==> config.mk <==
export PLATFORM = sky130hd
export DESIGN_NAME = touch_gesture_engine
export DESIGN_NICKNAME = d
export VERILOG_FILES = /design/src/rtl/touch_gesture_pkg.sv /design/src/rtl/touch_delta_classifier.sv /design/src/rtl/touch_gesture_engine.sv
export SDC_FILE = /design/constraint.sdc
export NUM_CORES = 1
export LEC_CHECK = 0
export ABC_AREA = 1
export CAP_MARGIN = 20
export CORE_MARGIN = 4
export CORE_UTILIZATION = 50
export CTS_CLUSTER_DIAMETER = 120
export DETAILED_ROUTE_END_ITERATION = 12
export GPL_TIMING_DRIVEN = 0
export PLACE_DENSITY = 0.7
export SLEW_MARGIN = 20
export SYNTH_ARGS = -nofsm -noshare
export SYNTH_HDL_FRONTEND = slang
export SYNTH_SLANG_ARGS = --single-unit
==> constraint.sdc <==
create_clock -name clk -period 6.2 [get_ports clk]
set_input_delay 1.24 -clock clk [delete_from_list [all_inputs] [get_ports clk]]
set_output_delay 1.24 -clock clk [all_outputs]
set_load 0.03 [all_outputs]
==> src/rtl/touch_gesture_pkg.sv <==
// Shared definitions for the touch gesture engine: event codes and FSM states.
package touch_gesture_pkg;

    localparam logic [2:0] GEST_NONE  = 3'd0;
    localparam logic [2:0] GEST_TAP   = 3'd1;
    localparam logic [2:0] GEST_DTAP  = 3'd2;
    localparam logic [2:0] GEST_LONG  = 3'd3;
    localparam logic [2:0] GEST_RIGHT = 3'd4;
    localparam logic [2:0] GEST_LEFT  = 3'd5;
    localparam logic [2:0] GEST_DOWN  = 3'd6;
    localparam logic [2:0] GEST_UP    = 3'd7;

    typedef enum logic [2:0] {
        IDLE      = 3'd0,
        PRESS     = 3'd1,
        HOLD      = 3'd2,
        MOVE      = 3'd3,
        WAIT_DTAP = 3'd4,
        PRESS2    = 3'd5
    } gest_state_t;

endpackage

==> src/rtl/touch_delta_classifier.sv <==
// Combinational displacement classifier: signed deltas, swipe threshold flag
// and 4-way direction (ties go to the horizontal axis).
module touch_delta_classifier
    import touch_gesture_pkg::*;
#(
    parameter int COORD_W    = 10,
    parameter int SWIPE_DIST = 32
) (
    input  logic [COORD_W-1:0]        start_x,
    input  logic [COORD_W-1:0]        start_y,
    input  logic [COORD_W-1:0]        cur_x,
    input  logic [COORD_W-1:0]        cur_y,
    output logic signed [COORD_W:0]   dx,
    output logic signed [COORD_W:0]   dy,
    output logic                      exceed,
    output logic [2:0]                dir
);

    localparam logic [COORD_W:0] SWIPE_T = (COORD_W+1)'(SWIPE_DIST);

    logic [COORD_W:0] adx;
    logic [COORD_W:0] ady;

    // Deltas at one extra bit so the full coordinate range cannot overflow
    always_comb begin
        dx  = $signed({1'b0, cur_x}) - $signed({1'b0, start_x});
        dy  = $signed({1'b0, cur_y}) - $signed({1'b0, start_y});
        adx = dx[COORD_W] ? $unsigned(-dx) : $unsigned(dx);
        ady = dy[COORD_W] ? $unsigned(-dy) : $unsigned(dy);
        exceed = (adx > SWIPE_T) || (ady > SWIPE_T);
        if (adx >= ady)
            dir = dx[COORD_W] ? GEST_LEFT : GEST_RIGHT;
        else
            dir = (!dy[COORD_W] && (dy != '0)) ? GEST_DOWN : GEST_UP;
    end

endmodule

==> src/rtl/touch_gesture_engine.sv <==
// Gesture recogniser: tap, double-tap, long-press and 4-way swipe from the
// mapped touch stream. One registered event pulse per gesture.
module touch_gesture_engine
    import touch_gesture_pkg::*;
#(
    parameter int COORD_W        = 10,
    parameter int TIMER_W        = 16,
    parameter int LONG_PRESS_CYC = 1000,
    parameter int DTAP_GAP_CYC   = 300,
    parameter int SWIPE_DIST     = 32,
    parameter int DTAP_EN        = 1
) (
    input  logic                     clk,
    input  logic                     reset,
    input  logic                     touch_down,
    input  logic [COORD_W-1:0]       touch_x,
    input  logic [COORD_W-1:0]       touch_y,
    output logic                     gest_valid,
    output logic [2:0]               gest_code,
    output logic signed [COORD_W:0]  gest_dx,
    output logic signed [COORD_W:0]  gest_dy,
    output logic                     busy
);

    localparam logic [TIMER_W-1:0] LONG_LAST = TIMER_W'(LONG_PRESS_CYC - 1);
    localparam logic [TIMER_W-1:0] GAP_LAST  = TIMER_W'(DTAP_GAP_CYC - 1);

    gest_state_t          state;
    logic [TIMER_W-1:0]   timer;
    logic [TIMER_W-1:0]   timer_inc;
    logic [COORD_W-1:0]   start_x, start_y;
    logic [COORD_W-1:0]   cur_x, cur_y;
    logic [COORD_W-1:0]   cls_x, cls_y;
    logic signed [COORD_W:0] cls_dx, cls_dy;
    logic                 cls_exceed;
    logic [2:0]           cls_dir;

    // MOVE classifies from the last latched point; elsewhere use live input
    always_comb begin
        cls_x     = (state == MOVE) ? cur_x : touch_x;
        cls_y     = (state == MOVE) ? cur_y : touch_y;
        timer_inc = (timer == '1) ? timer : timer + 1'b1;
    end

    touch_delta_classifier #(
        .COORD_W    (COORD_W),
        .SWIPE_DIST (SWIPE_DIST)
    ) u_cls (
        .start_x (start_x),
        .start_y (start_y),
        .cur_x   (cls_x),
        .cur_y   (cls_y),
        .dx      (cls_dx),
        .dy      (cls_dy),
        .exceed  (cls_exceed),
        .dir     (cls_dir)
    );

    assign busy = (state != IDLE);

    // Gesture FSM, timer and registered event outputs. Timeouts use >= so a
    // PRESS2->PRESS demotion (timer kept, still counting) still fires LONG.
    always_ff @(posedge clk) begin
        if (reset) begin
            state      <= IDLE;
            timer      <= '0;
            start_x    <= '0;
            start_y    <= '0;
            cur_x      <= '0;
            cur_y      <= '0;
            gest_valid <= 1'b0;
            gest_code  <= GEST_NONE;
            gest_dx    <= '0;
            gest_dy    <= '0;
        end else begin
            gest_valid <= 1'b0;
            case (state)
                IDLE: begin
                    timer <= '0;
                    if (touch_down) begin
                        start_x <= touch_x;
                        start_y <= touch_y;
                        cur_x   <= touch_x;
                        cur_y   <= touch_y;
                        state   <= PRESS;
                    end
                end
                PRESS: begin
                    timer <= timer_inc;
                    if (!touch_down) begin
                        timer <= '0;
                        if (DTAP_EN != 0) begin
                            state <= WAIT_DTAP;
                        end else begin
                            gest_valid <= 1'b1;
                            gest_code  <= GEST_TAP;
                            gest_dx    <= '0;
                            gest_dy    <= '0;
                            state      <= IDLE;
                        end
                    end else if (cls_exceed) begin
                        cur_x <= touch_x;
                        cur_y <= touch_y;
                        timer <= '0;
                        state <= MOVE;
                    end else if (timer >= LONG_LAST) begin
                        gest_valid <= 1'b1;
                        gest_code  <= GEST_LONG;
                        gest_dx    <= '0;
                        gest_dy    <= '0;
                        timer      <= '0;
                        state      <= HOLD;
                    end
                end
                HOLD: begin
                    if (!touch_down) begin
                        timer <= '0;
                        state <= IDLE;
                    end
                end
                MOVE: begin
                    if (touch_down) begin
                        cur_x <= touch_x;
                        cur_y <= touch_y;
                    end else begin
                        gest_valid <= 1'b1;
                        gest_code  <= cls_dir;
                        gest_dx    <= cls_dx;
                        gest_dy    <= cls_dy;
                        timer      <= '0;
                        state      <= IDLE;
                    end
                end
                WAIT_DTAP: begin
                    timer <= timer_inc;
                    if (touch_down) begin
                        start_x <= touch_x;
                        start_y <= touch_y;
                        cur_x   <= touch_x;
                        cur_y   <= touch_y;
                        timer   <= '0;
                        state   <= PRESS2;
                    end else if (timer >= GAP_LAST) begin
                        gest_valid <= 1'b1;
                        gest_code  <= GEST_TAP;
                        gest_dx    <= '0;
                        gest_dy    <= '0;
                        timer      <= '0;
                        state      <= IDLE;
                    end
                end
                PRESS2: begin
                    timer <= timer_inc;
                    if (!touch_down) begin
                        gest_valid <= 1'b1;
                        gest_code  <= GEST_DTAP;
                        gest_dx    <= '0;
                        gest_dy    <= '0;
                        timer      <= '0;
                        state      <= IDLE;
                    end else if (cls_exceed || (timer >= LONG_LAST)) begin
                        // First tap is reported; second press carries on as a
                        // normal PRESS with start and timer preserved.
                        gest_valid <= 1'b1;
                        gest_code  <= GEST_TAP;
                        gest_dx    <= '0;
                        gest_dy    <= '0;
                        state      <= PRESS;
                    end
                end
                default: begin
                    timer <= '0;
                    state <= IDLE;
                end
            endcase
        end
    end

endmodule

== After elaboration in Yosys (flattened, before gate mapping) ==
Index checks and enable logic that the tools add are counted.
Cells by class
  $add $sub $neg: 5
  multiply operators: 0
  divide/modulo/power cells: 0
  order comparisons: 5
  equal/unequal tests: 19
  shift-type cells: 0
  mux-type cells: 62
  bitwise operators: 0
  reduce and logical (&&, ||, !) cells: 16
Operators with widths (number)
  16-bit two-way mux: 8
  11-bit two-way mux: 11
  11-bit case mux with 4 select lines: 2
  10-bit two-way mux: 8
  16-bit case mux with 4 select lines: 1
  3-bit two-way mux: 17
  10-bit case mux with 2 select lines: 2
  11-bit by 6-bit > comparator with 1-bit output (second input constant): 2
  11-bit negator: 2
  10-bit by 10-bit subtractor with 11-bit output: 2
  2-bit != test (second input constant): 9
  16-bit by 1-bit adder with 16-bit output (second input constant): 1
  16-bit == test (second input constant): 1
  16-bit by 10-bit greater-or-equal comparator with 1-bit output (second input constant): 1
  16-bit by 9-bit greater-or-equal comparator with 1-bit output (second input constant): 1
  3-bit case mux with 5 select lines: 1
  3-bit case mux with 4 select lines: 1
  11-bit greater-or-equal comparator: 1
  11-bit nonzero test: 1
  1-bit two-way mux: 10
  8-bit AND reduction: 1
  3-bit by 2-bit == test with 1-bit output (second input constant): 2
  3-bit == test (second input constant): 2
  3-bit != test (second input constant): 2
  16 further kinds: 18
Word-level totals
  register bits after elaboration: 85
  bits in latches: 0
  bits in writable memories: 0
  ROM bits: 0
  input port bits: 23
  output and inout bits: 27
  memories kept: 0

== Longest topological paths before layout ==
  word-level depth: 11
  depth in mapped cells: 37
  gate-level depth less buffers: 36

== By module ==
A second synthesis with hierarchy kept.
Unflattened totals
  cells, all modules: 1163
  area total of the unflattened synthesis: 6740.2 um2
By module, submodules not included
  touch_gesture_engine: instances 1, cells each 680, area each 4227.8 um2, seq. area each 1701.6 um2
  touch_delta_classifier: instances 1, cells each 483, area each 2512.4 um2, seq. area each 0.0 um2

== Worst setup path after synthesis ==
OpenSTA, ideal clock, no wires.
  kind: input -> register
  start: input port touch_x[0]
  end: register gest_code[0]
  setup time: 0.111 ns
  arrival: 4.150 ns
  data required time: 6.089 ns
  setup slack: 1.938 ns
  stages on the path: 29
  path buffers: 0
  cells stage by stage: mux2i_1 ha_1 fa_1 ha_1 inv_1 nor2_1 nand3_1 nor2_2 nand2_1 nand2_1 nand2_1 nand2_1 inv_1 ha_1 nand2_1 nor2_1 nand2_1 o211ai_1 nand2_1 nand3_1 nand2_1 nand2_1 a21oi_1 o21ai_0 nand2_1 o21ai_0 o21ai_0 nor2_1 nor2_1
On the way
  word-level cells in the longest chain between the ends: 9
RTL lines
  from (decl): RTL line touch_gesture_engine.sv:16  | input logic [COORD_W-1:0] touch_x,
  10-bit two-way mux (*): RTL line touch_gesture_engine.sv:40  | cls_x = (state == MOVE) ? cur_x : touch_x;
  10-bit by 10-bit subtractor with 11-bit output (*): RTL line touch_delta_classifier.sv:26  | dx = $signed({1'b0, cur_x}) - $signed({1'b0, start_x});
  11-bit negator: RTL line touch_delta_classifier.sv:28  | adx = dx[COORD_W] ? $unsigned(-dx) : $unsigned(dx);
  11-bit two-way mux: RTL line touch_delta_classifier.sv:28
  11-bit by 6-bit > comparator with 1-bit output: RTL line touch_delta_classifier.sv:30  | exceed = (adx > SWIPE_T) || (ady > SWIPE_T);
  1-bit logical OR: RTL line touch_delta_classifier.sv:30
  1-bit logical OR: RTL line touch_gesture_engine.sv:161  | end else if (cls_exceed || (timer >= LONG_LAST)) begin
  3-bit != test (no line)
  8-bit AND reduction (no line)
  to (signal assigned): RTL line touch_gesture_engine.sv:127  | gest_code <= cls_dir;
  to (decl): RTL line touch_gesture_engine.sv:19  | output logic [2:0] gest_code,
Mark *: on every way between the ends. The rest lies on a longest branch, timed or not. The select of a mux whose other input is x is not followed.
A chain may end at the register's enable or synchronous reset.

== Worst setup path in the final report ==
  start: register state[2]
  end: register gest_code[0]
On the way
  word-level cells in the longest chain between the ends: 10
RTL lines
  from (decl): RTL line touch_gesture_engine.sv:28  | gest_state_t state;
  from (signal assigned): RTL line touch_gesture_engine.sv:65  | state <= IDLE;
  from (signal assigned): RTL line touch_gesture_engine.sv:85  | state <= PRESS;
  from (signal assigned): RTL line touch_gesture_engine.sv:93  | state <= WAIT_DTAP;
  3-bit by 2-bit == test with 1-bit output: RTL line touch_gesture_engine.sv:40, touch_gesture_engine.sv:41, touch_gesture_engine.sv:77
  10-bit two-way mux (on tied branches): RTL line touch_gesture_engine.sv:40, touch_gesture_engine.sv:41
  10-bit by 10-bit subtractor with 11-bit output (on tied branches): RTL line touch_delta_classifier.sv:26, touch_delta_classifier.sv:27
  11-bit negator (on tied branches): RTL line touch_delta_classifier.sv:28, touch_delta_classifier.sv:29
  11-bit two-way mux (on tied branches): RTL line touch_delta_classifier.sv:28, touch_delta_classifier.sv:29
  11-bit by 6-bit > comparator with 1-bit output: RTL line touch_delta_classifier.sv:30
  1-bit logical OR: RTL line touch_delta_classifier.sv:30
  1-bit logical OR: RTL line touch_gesture_engine.sv:161
  3-bit != test (no line)
  8-bit AND reduction (no line)
Parallel ways exist; a longest one is shown, timed or not. The select of a mux whose other input is x is not followed.

==> flow_metrics.env <==
export IMPL_status="finished clean"
export IMPL_timing_fmax_mhz=196
export IMPL_fin_skew_ps=8.84
export IMPL_die_h_um=119
export IMPL_cp_arrival_ps=5390
export IMPL_hold_buffers=0
export IMPL_power_density_nw_per_um2=448
export IMPL_seq_area_frac_synth_pct=27.6
export IMPL_ys_seq_elements=85
export IMPL_clk_latency_ps=350
export IMPL_cts_tree="built"
export IMPL_drtIter0Drc=369
export IMPL_grt_antenna_before_repair=0
export IMPL_die_area_um2=14200
export IMPL_max_slew_worst_pin_slew_ps=866
export IMPL_max_stage_delay_ps=560
export IMPL_nFillCells=1220
export IMPL_post_dp_hpwl_mm=12.2
export IMPL_synthCells=993
export IMPL_drt_total_wl_mm=15.5
export IMPL_synth_area_um2=6160
export IMPL_post_route_min_period_ps=5110
export IMPL_ys_types=42
export IMPL_cap_violations=0
export IMPL_cts_resized=0
export IMPL_crit_slowest_cell="clkbuf_1"
export IMPL_multi_input_area_um2=3790
export IMPL_holdWs_ps=459
export IMPL_synth_enable_flop_cells=0
export IMPL_cp_max_fo=10
export IMPL_grt_max_degree=15
export IMPL_portBuffers=47
export IMPL_fin_setup_tns_ps=0
export IMPL_die_w_um=119
export IMPL_area_growth_syn_to_layout_pct=16.1
export IMPL_r2r_slack_ps=1090
export IMPL_antenna_cells=0
export IMPL_clk_path_buf_depth=2
export IMPL_grt_overflow=0
export IMPL_register_area_um2=1700
export IMPL_rsz0062_at_grt="no"
export IMPL_layout_cells_non_filler=1224
export IMPL_drc_errors=0
export IMPL_final_hold_violation_count=0
export IMPL_synthArstFlopShare_pct=0
export IMPL_post_cts_setup_buffers=0
export IMPL_vdd_drop_max_mv=0.233
export IMPL_cts_root_buf="clkbuf_16"
export IMPL_start_kind="flip-flop"
export IMPL_start_util_pct=51.1
export IMPL_grt_pass1_vias=5738
export IMPL_rows=40
export IMPL_numCtsBuffers=9
export IMPL_setup_violations=0
export IMPL_cpMostUsedCell="nand2_1"
export IMPL_drv_slew=0
export IMPL_holdPathEnd="start_x[8]"
export IMPL_grt_pass1_wl_mm=26.2
export IMPL_r2r_start="state[2]"
export IMPL_avgViaCountPerCell=5.09
export IMPL_ff2ff_path_depth=34
export IMPL_relSlewSlack_pct=41.8
export IMPL_ant_nets=0
export IMPL_regToRegEndpoint="gest_code[0]"
export IMPL_yosysWarnings=0
export IMPL_p_leak_uw=0.00325
export IMPL_placed_cells=1208
export IMPL_htree_levels=3
export IMPL_avgSynthCellArea_um2=6.21
export IMPL_routedWlPerCell_um=12.7
export IMPL_mostFrequentLayoutCells="nand2_1 (287), inv_1 (122), nor2_1 (110)"
export IMPL_final_util_pct=59.3
export IMPL_synthFlopType="dfxtp_1"
export IMPL_critPathKind="flip-flop to flip-flop"
export IMPL_clock_sinks=85
export IMPL_gr_usage_all_layers_pct=22.4
export IMPL_min_from="start_x[8]"
export IMPL_drive_above_1_share_pct=8.90
export IMPL_drt_first_pass_iters=6
export IMPL_period_share_pct=82.4
export IMPL_min_path_cells=2
export IMPL_vias=6230
export IMPL_hp_class="flip-flop to flip-flop"
export IMPL_synth_fp_nets=1053
export IMPL_crit_required_ps=6480
export IMPL_critical_path_endpoint_type="flip-flop"
export IMPL_coreArea_um2=12100
export IMPL_io_pins=50
export IMPL_clk_pin_slew_worst_paths_ps=60
export IMPL_nets=1111
export IMPL_finalPower_uw=3200
export IMPL_final_common_cell="nand2_1"
export IMPL_gp_congestion=0.927
==> report_power, final <==
group | switching [uW] | internal, uW | total (uW) | leakage, uW
Sequential | 45.9 | 647 | 693 | 0.000695
Clock | 228 | 334 | 562 | 0.000148
Combinational | 1280 | 674 | 1950 | 0.00241
==> registers in the layout (all words and copies together), names as in the netlist <==
| name | count |
|---|---|
| gest_dy | 11 |
| gest_code | 3 |
| timer | 16 |
| start_y | 10 |
| cur_y | 10 |
| state | 3 |
| cur_x | 10 |
| gest_valid | 1 |
| start_x | 10 |
| gest_dx | 11 |
==> layout make-up <==
cell class | count | area share (%)
multi-input cells | 742 | 52.9
flip-flops and latches | 85 | 23.8
inverters | 134 | 7.06
repair buffers | 47 | 6.57
clock buffers | 11 | 3.53
well taps | 168 | 2.94
plain buffers | 32 | 2.38
clock inverters | 5 | 0.822
==> critical path, delay by kind of cell, from the launching register on <==
kind	cells	cell delay, ps
flops	1	370
fa+ha+maj	4	1280
compound gates	5	460
mux	1	280
buf+inv	4	780
simple gates	20	1840
==> cells in the mapped netlist, types with 2 or more instances <==
cell | n | area (um^2)
a21o_1 | 2 | 15.0
a21oi_1 | 68 | 340
a21oi_2 | 14 | 123
a31oi_1 | 2 | 12.5
buf_2 | 4 | 20.0
buf_4 | 4 | 30.0
buf_6 | 4 | 45.0
clkbuf_1 | 20 | 75.1
dfxtp_1 | 85 | 1700
fa_1 | 2 | 40.0
ha_1 | 35 | 438
inv_1 | 122 | 458
inv_2 | 10 | 37.5
mux2i_1 | 2 | 20.0
nand2_1 | 287 | 1080
nand2_2 | 19 | 119
nand2_4 | 2 | 22.5
nand3_1 | 74 | 370
nand3_2 | 4 | 40.0
nand3b_1 | 3 | 22.5
nand4_1 | 15 | 93.8
nor2_1 | 110 | 413
nor2_2 | 6 | 37.5
nor2_4 | 2 | 22.5
nor3_1 | 7 | 35.0
nor4_1 | 9 | 56.3
o211ai_1 | 2 | 15.0
o21ai_0 | 49 | 245
o21ai_1 | 9 | 45.0
o21bai_1 | 3 | 22.5
or2_2 | 3 | 18.8
xor2_1 | 5 | 43.8
==> metal layers <==
metal	global-route usage, %	up-vias	share of wire [%]
li1	-	3292	-
met1	27.6	2798	45
met2	39.4	118	49
met3	4.89	22	4.5
met4	6.15	0	1.5
met5	0	-	0
==> logic make-up after synthesis <==
kind of cell,synth area share (%)
compound gates,14.0
xor+xnor,1.12
flops,27.6
mux,0.325
buf+inv,11.0
simple gates,38.2
fa+ha+maj,7.75
==> stage by stage <==
| stage | worst slack [ps] | area, um^2 |
|---|---|---|
| floorplan | 1940 | 6160 |
| global placement | 832 | 6840 |
| detailed placement | 783 | 6840 |
| finish | 1090 | 7160 |
| global route | 465 | 7160 |
| CTS | 1110 | 7160 |
==> worst max-delay path by stage <==
stage,cells past startpoint,startpoint,slack [ps],to
after floorplan,29,touch_x[0],1940,gest_code[0]
after global placement,31,touch_x[0],830,gest_code[0]
after detailed placement,31,touch_x[0],780,gest_code[0]
after CTS,34,state[2],1110,gest_code[0]
after global routing,35,state[2],470,gest_code[0]
final,34,state[2],1090,gest_code[0]
(Power assumes the default switching activity.)
